--- src/rtl/coproc_cmd_sequencer.sv ---
// Command sequencer between the HPS PIO exports and the image coprocessor datapath.
// Captures one instruction per start rising edge, runs it against the pixel memory,
// the processing core or the core reset, and reports completion with a level handshake.
module coproc_cmd_sequencer #(
    parameter int unsigned ADDR_W      = 17,
    parameter int unsigned DATA_W      = 8,
    parameter int unsigned TIMEOUT_CYC = 1048576,
    parameter int unsigned RST_CYC     = 16
) (
    input  logic              clk_clk,
    input  logic              reset_reset_n,
    input  logic [31:0]       pio_instruct,
    input  logic              pio_start,
    output logic              pio_done,
    output logic              pio_donewrite,
    output logic              cmd_error,
    output logic [DATA_W-1:0] rd_data,
    output logic              mem_we,
    output logic              mem_re,
    output logic [ADDR_W-1:0] mem_addr,
    output logic [DATA_W-1:0] mem_wdata,
    input  logic [DATA_W-1:0] mem_rdata,
    input  logic              mem_rvalid,
    output logic              proc_start,
    output logic [3:0]        proc_alg,
    input  logic              proc_done,
    output logic              core_rst_n
);

    localparam logic [2:0] OpNop     = 3'b000;
    localparam logic [2:0] OpWrite   = 3'b001;
    localparam logic [2:0] OpRead    = 3'b010;
    localparam logic [2:0] OpProcess = 3'b011;
    localparam logic [2:0] OpRstCore = 3'b100;

    // One counter serves both the response timeout and the core-reset hold.
    localparam int unsigned CntMax = (TIMEOUT_CYC > RST_CYC) ? TIMEOUT_CYC : RST_CYC;
    localparam int unsigned CntW   = $clog2(CntMax + 1);

    typedef enum logic [2:0] {
        StIdle,
        StDecode,
        StWr,
        StRdWait,
        StProcWait,
        StCoreRst,
        StResp
    } state_e;

    state_e            state_q, state_d;
    logic              start_q;
    logic [2:0]        op_q, op_d;
    logic [CntW-1:0]   cnt_q, cnt_d;
    logic              done_q, done_d;
    logic              donewrite_q, donewrite_d;
    logic              error_q, error_d;
    logic [DATA_W-1:0] rd_data_q, rd_data_d;
    logic              mem_we_q, mem_we_d;
    logic              mem_re_q, mem_re_d;
    logic [ADDR_W-1:0] mem_addr_q, mem_addr_d;
    logic [DATA_W-1:0] mem_wdata_q, mem_wdata_d;
    logic              proc_start_q, proc_start_d;
    logic [3:0]        proc_alg_q, proc_alg_d;
    logic              core_rst_n_q, core_rst_n_d;
    logic              accept;

    assign accept = (state_q == StIdle) && pio_start && !start_q;

    // Next-state and next-output decode for the command FSM.
    always_comb begin
        state_d      = state_q;
        op_d         = op_q;
        cnt_d        = cnt_q;
        donewrite_d  = donewrite_q;
        error_d      = error_q;
        rd_data_d    = rd_data_q;
        mem_addr_d   = mem_addr_q;
        mem_wdata_d  = mem_wdata_q;
        proc_alg_d   = proc_alg_q;
        mem_we_d     = 1'b0;
        mem_re_d     = 1'b0;
        proc_start_d = 1'b0;
        core_rst_n_d = 1'b1;
        // pio_done lags RESP by one register stage, so it survives one cycle past exit.
        done_d       = (state_q == StResp);

        case (state_q)
            StIdle: begin
                if (accept) begin
                    state_d     = StDecode;
                    op_d        = pio_instruct[2:0];
                    error_d     = 1'b0;
                    donewrite_d = 1'b0;
                    mem_addr_d  = ADDR_W'(pio_instruct[19:3]);
                    mem_wdata_d = DATA_W'(pio_instruct[27:20]);
                    proc_alg_d  = pio_instruct[31:28];
                end
            end
            StDecode: begin
                cnt_d = '0;
                case (op_q)
                    OpNop:     state_d = StResp;
                    OpWrite: begin
                        state_d  = StWr;
                        mem_we_d = 1'b1;
                    end
                    OpRead: begin
                        state_d  = StRdWait;
                        mem_re_d = 1'b1;
                    end
                    OpProcess: begin
                        state_d      = StProcWait;
                        proc_start_d = 1'b1;
                    end
                    OpRstCore: begin
                        state_d      = StCoreRst;
                        core_rst_n_d = 1'b0;
                    end
                    default: begin
                        state_d = StResp;
                        error_d = 1'b1;
                    end
                endcase
            end
            StWr: begin
                state_d     = StResp;
                donewrite_d = 1'b1;
            end
            StRdWait: begin
                // A response in the final counted cycle still wins over the timeout.
                if (mem_rvalid) begin
                    rd_data_d = mem_rdata;
                    state_d   = StResp;
                end else if (cnt_q == CntW'(TIMEOUT_CYC - 1)) begin
                    error_d = 1'b1;
                    state_d = StResp;
                end else begin
                    cnt_d = cnt_q + CntW'(1);
                end
            end
            StProcWait: begin
                if (proc_done) begin
                    state_d = StResp;
                end else if (cnt_q == CntW'(TIMEOUT_CYC - 1)) begin
                    error_d = 1'b1;
                    state_d = StResp;
                end else begin
                    cnt_d = cnt_q + CntW'(1);
                end
            end
            StCoreRst: begin
                if (cnt_q == CntW'(RST_CYC - 1)) begin
                    state_d = StResp;
                end else begin
                    cnt_d        = cnt_q + CntW'(1);
                    core_rst_n_d = 1'b0;
                end
            end
            StResp: begin
                if (!pio_start) begin
                    state_d = StIdle;
                end
            end
            default: state_d = StIdle;
        endcase
    end

    // State and output registers with synchronous active-low reset.
    always_ff @(posedge clk_clk) begin
        if (!reset_reset_n) begin
            state_q      <= StIdle;
            // Preset high so a start level held through reset is not seen as an edge.
            start_q      <= 1'b1;
            op_q         <= OpNop;
            cnt_q        <= '0;
            done_q       <= 1'b0;
            donewrite_q  <= 1'b0;
            error_q      <= 1'b0;
            rd_data_q    <= '0;
            mem_we_q     <= 1'b0;
            mem_re_q     <= 1'b0;
            mem_addr_q   <= '0;
            mem_wdata_q  <= '0;
            proc_start_q <= 1'b0;
            proc_alg_q   <= '0;
            core_rst_n_q <= 1'b0;
        end else begin
            state_q      <= state_d;
            start_q      <= pio_start;
            op_q         <= op_d;
            cnt_q        <= cnt_d;
            done_q       <= done_d;
            donewrite_q  <= donewrite_d;
            error_q      <= error_d;
            rd_data_q    <= rd_data_d;
            mem_we_q     <= mem_we_d;
            mem_re_q     <= mem_re_d;
            mem_addr_q   <= mem_addr_d;
            mem_wdata_q  <= mem_wdata_d;
            proc_start_q <= proc_start_d;
            proc_alg_q   <= proc_alg_d;
            core_rst_n_q <= core_rst_n_d;
        end
    end

    assign pio_done      = done_q;
    assign pio_donewrite = donewrite_q;
    assign cmd_error     = error_q;
    assign rd_data       = rd_data_q;
    assign mem_we        = mem_we_q;
    assign mem_re        = mem_re_q;
    assign mem_addr      = mem_addr_q;
    assign mem_wdata     = mem_wdata_q;
    assign proc_start    = proc_start_q;
    assign proc_alg      = proc_alg_q;
    assign core_rst_n    = core_rst_n_q;

endmodule
--- config.mk ---
export PLATFORM = sky130hd
export DESIGN_NAME = coproc_cmd_sequencer
export DESIGN_NICKNAME = d
export VERILOG_FILES = /design/src/rtl/coproc_cmd_sequencer.sv
export SDC_FILE = /design/constraint.sdc
export NUM_CORES = 1
export LEC_CHECK = 0
export ABC_AREA = 1
export CAP_MARGIN = 15
export CORE_MARGIN = 10
export CORE_UTILIZATION = 44
export DETAILED_ROUTE_END_ITERATION = 10
export PLACE_DENSITY = 0.82
export SLEW_MARGIN = 25
export SYNTH_ARGS = -nofsm -noshare
export SYNTH_HDL_FRONTEND = slang
export SYNTH_SLANG_ARGS = --single-unit
--- constraint.sdc ---
create_clock -name clk_clk -period 1.5 [get_ports clk_clk]
set_input_delay 0.3 -clock clk_clk [delete_from_list [all_inputs] [get_ports clk_clk]]
set_output_delay 0.3 -clock clk_clk [all_outputs]
set_load 0.01 [all_outputs]
==> reports/qor.csv, run 1 <==
metric;value;unit
status;finished with violations;
violations;negative setup slack;
p_leak;2.22;nW
dieArea;11700;um2
ir_worst_vdd;705;uV
detailed_place.area;4840;um2
whs_endpoint;rd_data[0];
slowest_delay;0.36;ns
ys_ff_latch;72;
yosysUniqueCellTypes;30;
crit_family;simple AND/OR/NAND/NOR gates;
gp_congestion;0.916;
cp-end-kind;register;
cp_num_cells;8;
design_area;5320;um2
grt_overflow_total;0;
cts_root_buf;clkbuf_8;
path_cells;buf_4, nand3_1, nor2_2, nand3_1, nor2_2, nand4_1, nor2_1, nor2_1;
fp.dieH;108;um
synth_cells;497;
grt_max_degree;30;
crit_path_start_kind;register;
finClkSkew;0.0109;ns
coreArea;7650;um2
drt-total-wl;11.4;mm
cts_buffer_depth;2;
vias_per_cell;5.12;
setup_ws;-0.116;ns
synth_top_flop_cell;dfxtp_1;
critPathBufInv;1;
grt_pass1_vias;3690;
post-place-ws;-0.208;ns
portBuffers;88;
syn_area;3410;um2
track_usage;0.182;
crit_arrival;1.87;ns
fin_crit_sh;1.08;
antenna_cells;0;
max_cap_viol_count;0;
layout_min_cycle_time;1.62;ns
finalSetupViolations;24;
drv_slew;0;
grt_pass1_wl;17.3;mm
clock_power_share;0.346;
cts_buffers;9;
wl_per_cell;14.9;um
drt_first_pass_iters;5;
cts_tree;yes;
yosys_warnings;0;
syn_nets;543;
layout_common_cells;nor2_1 (107), nand2_1 (95), buf_4 (69);
startpoint;cnt_q[0];
initialDrtViolationCount;200;
ff2ff_path_depth;8;
nFillCells;559;
drc;0;
synthArstFlopShare;0;
hold_violations;0;
initial_core_util;0.446;
insertion_delay;0.36;ns
hold_depth;2;
power_switching;1.32;mW
drive_gt1_frac;0.266;
synth_edf_count;0;
powerDensity;837;nW/um2
dpl.hpwl;7.73;mm
clock_sinks;72;
max_freq;619;MHz
die_w;108;um
nNetsFinal;700;
relSlewSlack;0.762;
hold_start;rd_data[0];
crit_slowest_cell;dfxtp_4;
power.share.sequential;0.461;
critical_path_peak_fanout;5;
antenna_left;0;
finalPower;4.46;mW
clk_pin_slew;0.09;ns
rr_endpoint;cnt_q[19];
syn_to_final_growth;56.2;%
whs;0.463;ns
tightest_slew;0.357;ns
postLayoutCoreUtil;0.696;
r2r_slack;-0.12;ns
r2r-start;cnt_q[0];
grt_setup_unrepaired;true;
antenna_found_initial;0;
critPathKind;register to register;
required;1.76;ns
rows;32;
synth_area_per_cell;6.86;um2
vias;3898;
io_pins;89;
layout_commonest_cell;nor2_1;
p_int;3.13;mW
h-tree-depth;3;
comb_power_share;0.193;
hp-class;register to register;
yosysSeqAreaShare;0.423;
p_sw_frac;0.297;
-- layer usage --
layer  part of all wire  GRT usage
met1               0.37      0.193
met3              0.075     0.0648
met5                  0          0
met2               0.53      0.331
met4              0.022     0.0534
-- Yosys cell counts, types with 2 or more instances --
cell type,instances,area [um2]
nand3_1,26,130
nand3_4,3,52.6
nor2_1,120,450
nor4_1,2,12.5
nand2_1,113,424
nor2_2,4,25.0
nand2_2,3,18.8
buf_6,3,33.8
o21ai_0,34,170
inv_2,4,15.0
xor2_1,8,70.1
xnor2_1,6,52.6
buf_1,2,7.51
nor3_1,6,30.0
inv_1,22,82.6
nand4_1,6,37.5
a21oi_1,37,185
dfxtp_1,72,1440
clkbuf_1,9,33.8
nor2_4,3,33.8
buf_2,5,25.0
-- area by class of cell --
cell class | instances | area (um2) | share of cell area
Multi-Input combinational cell | 378 | 1940 | 0.364
Clock inverter | 6 | 47.5 | 0.00893
Timing Repair Buffer | 166 | 1490 | 0.280
Sequential cell | 72 | 1470 | 0.276
Tap cell | 102 | 128 | 0.0240
Clock buffer | 10 | 149 | 0.0280
Inverter | 27 | 106 | 0.0200
-- logic make-up (layout without fill, tap and decap cells) --
kind of cell / after synthesis / in the layout / synth area share
DFF: 72 / 72 / 0.423
AOI/OAI and AO/OA: 75 / 75 / 0.114
buffers and inverters: 47 / 209 / 0.0620
xor gates and xnor gates: 14 / 14 / 0.0360
adders and majority gates: 1 / 1 / 0.00367
and+or+nand+nor: 288 / 288 / 0.362
-- repair_timing --
action,in CTS,in global routing
cloned,1,0
buffers inserted,5,8
endpoints found under the setup margin,69,56
pin swaps,5,22
hold buffers,0,0
resized for setup,67,55
-- flip-flops by register name, indices dropped and copies added, names as in the netlist, 3 cells and up --
register,cells
cnt_q,21
mem_addr,17
mem_wdata,8
op_q,3
proc_alg,4
rd_data,8
state_q,3
-- power by group through the flow --
stage / clock, mW / sequential (mW) / combinational (mW)
2_1_floorplan: 0 / 2.13 / 0.351
3_3_place_gp: 0 / 2.09 / 0.778
3_5_place_dp: 0 / 2.10 / 0.798
4_1_cts: 1.57 / 2.06 / 0.797
5_1_grt: 1.65 / 2.07 / 0.938
6_report: 1.54 / 2.05 / 0.861
-- metrics by stage --
stage               cells  setup TNS [ns]
floorplan             497               0
global placement      731           -4.30
detailed placement    731           -6.98
CTS                   753          -0.266
global route          761           -3.10
finish                761           -1.04
-- worst min-delay path: stages (launching register included) --
cell and delay [ns]:
dfxtp_1 0.31, nand2_1 0.06, a21oi_1 0.05
-- how the worst max path moves through the flow --
stage | end | slack (ns)
after global placement | cnt_q[7] | -0.14
after detailed placement | cnt_q[9] | -0.21
after CTS | cnt_q[0] | -0.04
final | cnt_q[19] | -0.12
after floorplan | cnt_q[13] | 0.01
after global routing | cnt_q[19] | -0.19
(Power assumes the default switching activity.)
==> inputs of run 2 (changes only) <==
--- a/config.mk
+++ b/config.mk
@@ -10,6 +10,7 @@
 export CORE_MARGIN = 10
 export CORE_UTILIZATION = 44
 export DETAILED_ROUTE_END_ITERATION = 10
+export GPL_ROUTABILITY_DRIVEN = 0
 export PLACE_DENSITY = 0.82
 export SLEW_MARGIN = 25
 export SYNTH_ARGS = -nofsm -noshare
==> results of run 2 <==
The final DEF is identical to that of run 1; final timing and power are the same.
==> inputs of run 3 (changes only) <==
--- a/config.mk
+++ b/config.mk
@@ -7,8 +7,8 @@
 export LEC_CHECK = 0
 export ABC_AREA = 1
 export CAP_MARGIN = 15
-export CORE_MARGIN = 10
 export CORE_UTILIZATION = 44
+export CTS_CLUSTER_DIAMETER = 40
 export DETAILED_ROUTE_END_ITERATION = 10
 export GPL_ROUTABILITY_DRIVEN = 0
 export PLACE_DENSITY = 0.82
==> constraint.sdc (replaced) <==
create_clock -name clk_clk -period 1.3 [get_ports clk_clk]
set_input_delay 0.26 -clock clk_clk [delete_from_list [all_inputs] [get_ports clk_clk]]
set_output_delay 0.26 -clock clk_clk [all_outputs]
set_load 0.01 [all_outputs]
==> run 3 against run 2 <==
Effect of this change:
- the run still ends with negative setup slack left
- sequential cell count unchanged
- critical path depth unchanged
- maximum frequency down 6.2%
- first-iteration DRC count up 77%
- worst hold slack worse by 0.0024 ns
- final cell count up 5.0%
- combinational power up 66%
- sequential share of layout area down 3.3 points
- sequential power up 18%
- count of clock-buffer cells in the layout unchanged
- global-route usage up 10 points
- clock power up 11%
- critical endpoint is now cnt_q[0]
- largest cell class unchanged
- largest power group unchanged
==> reports/qor.csv, run 3 (synthesis results as in run 1) <==
metric;value;unit;change
p_sw_frac;0.327;;+0.0301
layout_common_cells;nand2_1 (102), buf_4 (91), nor2_1 (78);;
cts_root_buf;clkbuf_8;;
portBuffers;88;;unchanged
p_int;3.74;mW;+19%
max_cap_viol_count;0;;unchanged
coreArea;7370;um2;-3.6%
relSlewSlack;0.710;;-0.0511
nNetsFinal;741;;+5.9%
tightest_slew;0.434;ns;+0.0770 ns
setup_ws;-0.422;ns;-0.306 ns
max_freq;581;MHz;-6.2%
drv_slew;0;;unchanged
fin_crit_sh;1.32;;+0.248
antenna_found_initial;0;;unchanged
cts_buffers;9;;unchanged
largest_reg_flops;21;;unchanged
initialDrtViolationCount;354;;+77%
design_area;6100;um2;+15%
io_pins;89;;unchanged
hold_violations;0;;unchanged
dp_cells;756;;+3.4%
powerDensity;911;nW/um2;+8.8%
h-tree-depth;3;;unchanged
cp-end-kind;register;;
layout_min_cycle_time;1.72;ns;+0.106 ns
drt_first_pass_iters;5;;unchanged
cts_buffer_depth;2;;unchanged
dieArea;8100;um2;-31%
vias_per_cell;5.76;;+12%
vias;4603;;+18%
track_usage;0.283;;+0.101
clock_sinks;72;;unchanged
grt_overflow_total;0;;unchanged
rows;31;;-3.1%
detailed_place.area;5120;um2;+5.7%
critical_path_peak_fanout;8;;+3
antenna_left;0;;unchanged
startpoint;cnt_q[0];;
final_cells;799;;+5.0%
holdBufCountCts;0;;unchanged
insertion_delay;0.36;ns;about the same
ir_worst_vdd;814;uV;+16%
die_w;90.0;um;-17%
violations;negative setup slack;;
finalPower;5.56;mW;+25%
top_register;cnt_q;;
clk_pin_slew;0.09;ns;about the same
fp.dieH;90.0;um;-17%
syn_to_final_growth;78.9;%;
power.share.sequential;0.434;;-0.027
dpl.hpwl;7.37;mm;-4.6%
layout_commonest_cell;nand2_1;;
r2r-start;cnt_q[0];;
clock_power_share;0.308;;-0.038
drc;0;;unchanged
drt-total-wl;15.6;mm;+37%
cts_tree;yes;;
finClkSkew;0.0132;ns;+0.00226 ns
wl_per_cell;19.5;um;+31%
hold_start;rd_data[3];;
crit_path_start_kind;register;;
p_leak;2.51;nW;+13%
tns;-11.79;ns;-10.74 ns
critPathKind;register to register;;
hp-class;register to register;;
grt_pass1_vias;4025;;+9.1%
finalSetupViolations;61;;+150%
status;finished with violations;;
grt_max_degree;36;;+20%
power_switching;1.82;mW;+37%
grt_pass1_wl;18.5;mm;+6.9%
antenna_cells;0;;unchanged
drive_gt1_frac;0.397;;+0.132
grt_setup_unrepaired;true;;
comb_power_share;0.258;;+0.065
required;1.56;ns;-0.20 ns
initial_core_util;0.462;;+0.0168
crit_arrival;1.98;ns;+0.11 ns
-- run 3: final timing paths --
kind | endpoint | slack, ns | cells past startpoint
max | cnt_q[0] | -0.42 | 8
min reg2reg | rd_data[3] | 0.46 | 2
min | rd_data[3] | 0.46 | 2
max reg2reg | cnt_q[0] | -0.42 | 8
-- run 3: power by group through the flow --
| stage | Clock (mW) | Sequential [mW] | Combinational (mW) |
|---|---|---|---|
| final | 1.71 | 2.41 | 1.43 |
| after floorplan | 0 | 2.46 | 0.431 |
| after global placement | 0 | 2.42 | 0.961 |
| after CTS | 1.68 | 2.37 | 1.05 |
| after global routing | 1.84 | 2.42 | 1.48 |
| after detailed placement | 0 | 2.42 | 0.991 |
-- run 3: repair_timing --
item,CTS,global route
pin swaps,14,39
cloned,1,9
endpoints found under the setup margin,104,61
setup buffers,11,7
resized for setup,94,161
-- run 3: final cells by class --
cell class | count | area [um2]
Inverter | 27 | 131
Sequential cell | 72 | 1480
Multi-Input combinational cell | 379 | 2250
Tap cell | 99 | 124
Clock buffer | 10 | 138
Clock inverter | 6 | 42.5
Timing Repair Buffer | 206 | 1930
Fill cell | 387 | 1270
-- run 3: stage by stage --
| stage | utilization | worst slack, ns | hold slack, ns |
|---|---|---|---|
| after floorplan | - | -0.166 | 0.356 |
| after global placement | 0.695 | -0.333 | 0.447 |
| after detailed placement | 0.695 | -0.353 | 0.460 |
| after CTS | 0.749 | -0.254 | 0.466 |
| after global routing | 0.827 | -0.453 | 0.483 |
| final | 0.827 | -0.422 | 0.461 |
-- run 3: per-layer routing --
layer,global-route usage,vias up,wire [um],part of all wire
met1,0.298,2138,5220,0.33
met4,0.152,0,1310,0.084
met5,0,-,0,0
met2,0.502,328,7700,0.49
li1,-,2003,-,-
met3,0.0880,134,1370,0.088
-- run 3: critical path: stages, from the launching register on --
cell     delay, ns
dfxtp_4       0.39
ha_4          0.18
nand3_2       0.11
nor2_2        0.12
nand4_1       0.19
nand3_4       0.19
buf_6         0.15
nand2_1       0.06
a21oi_1       0.25
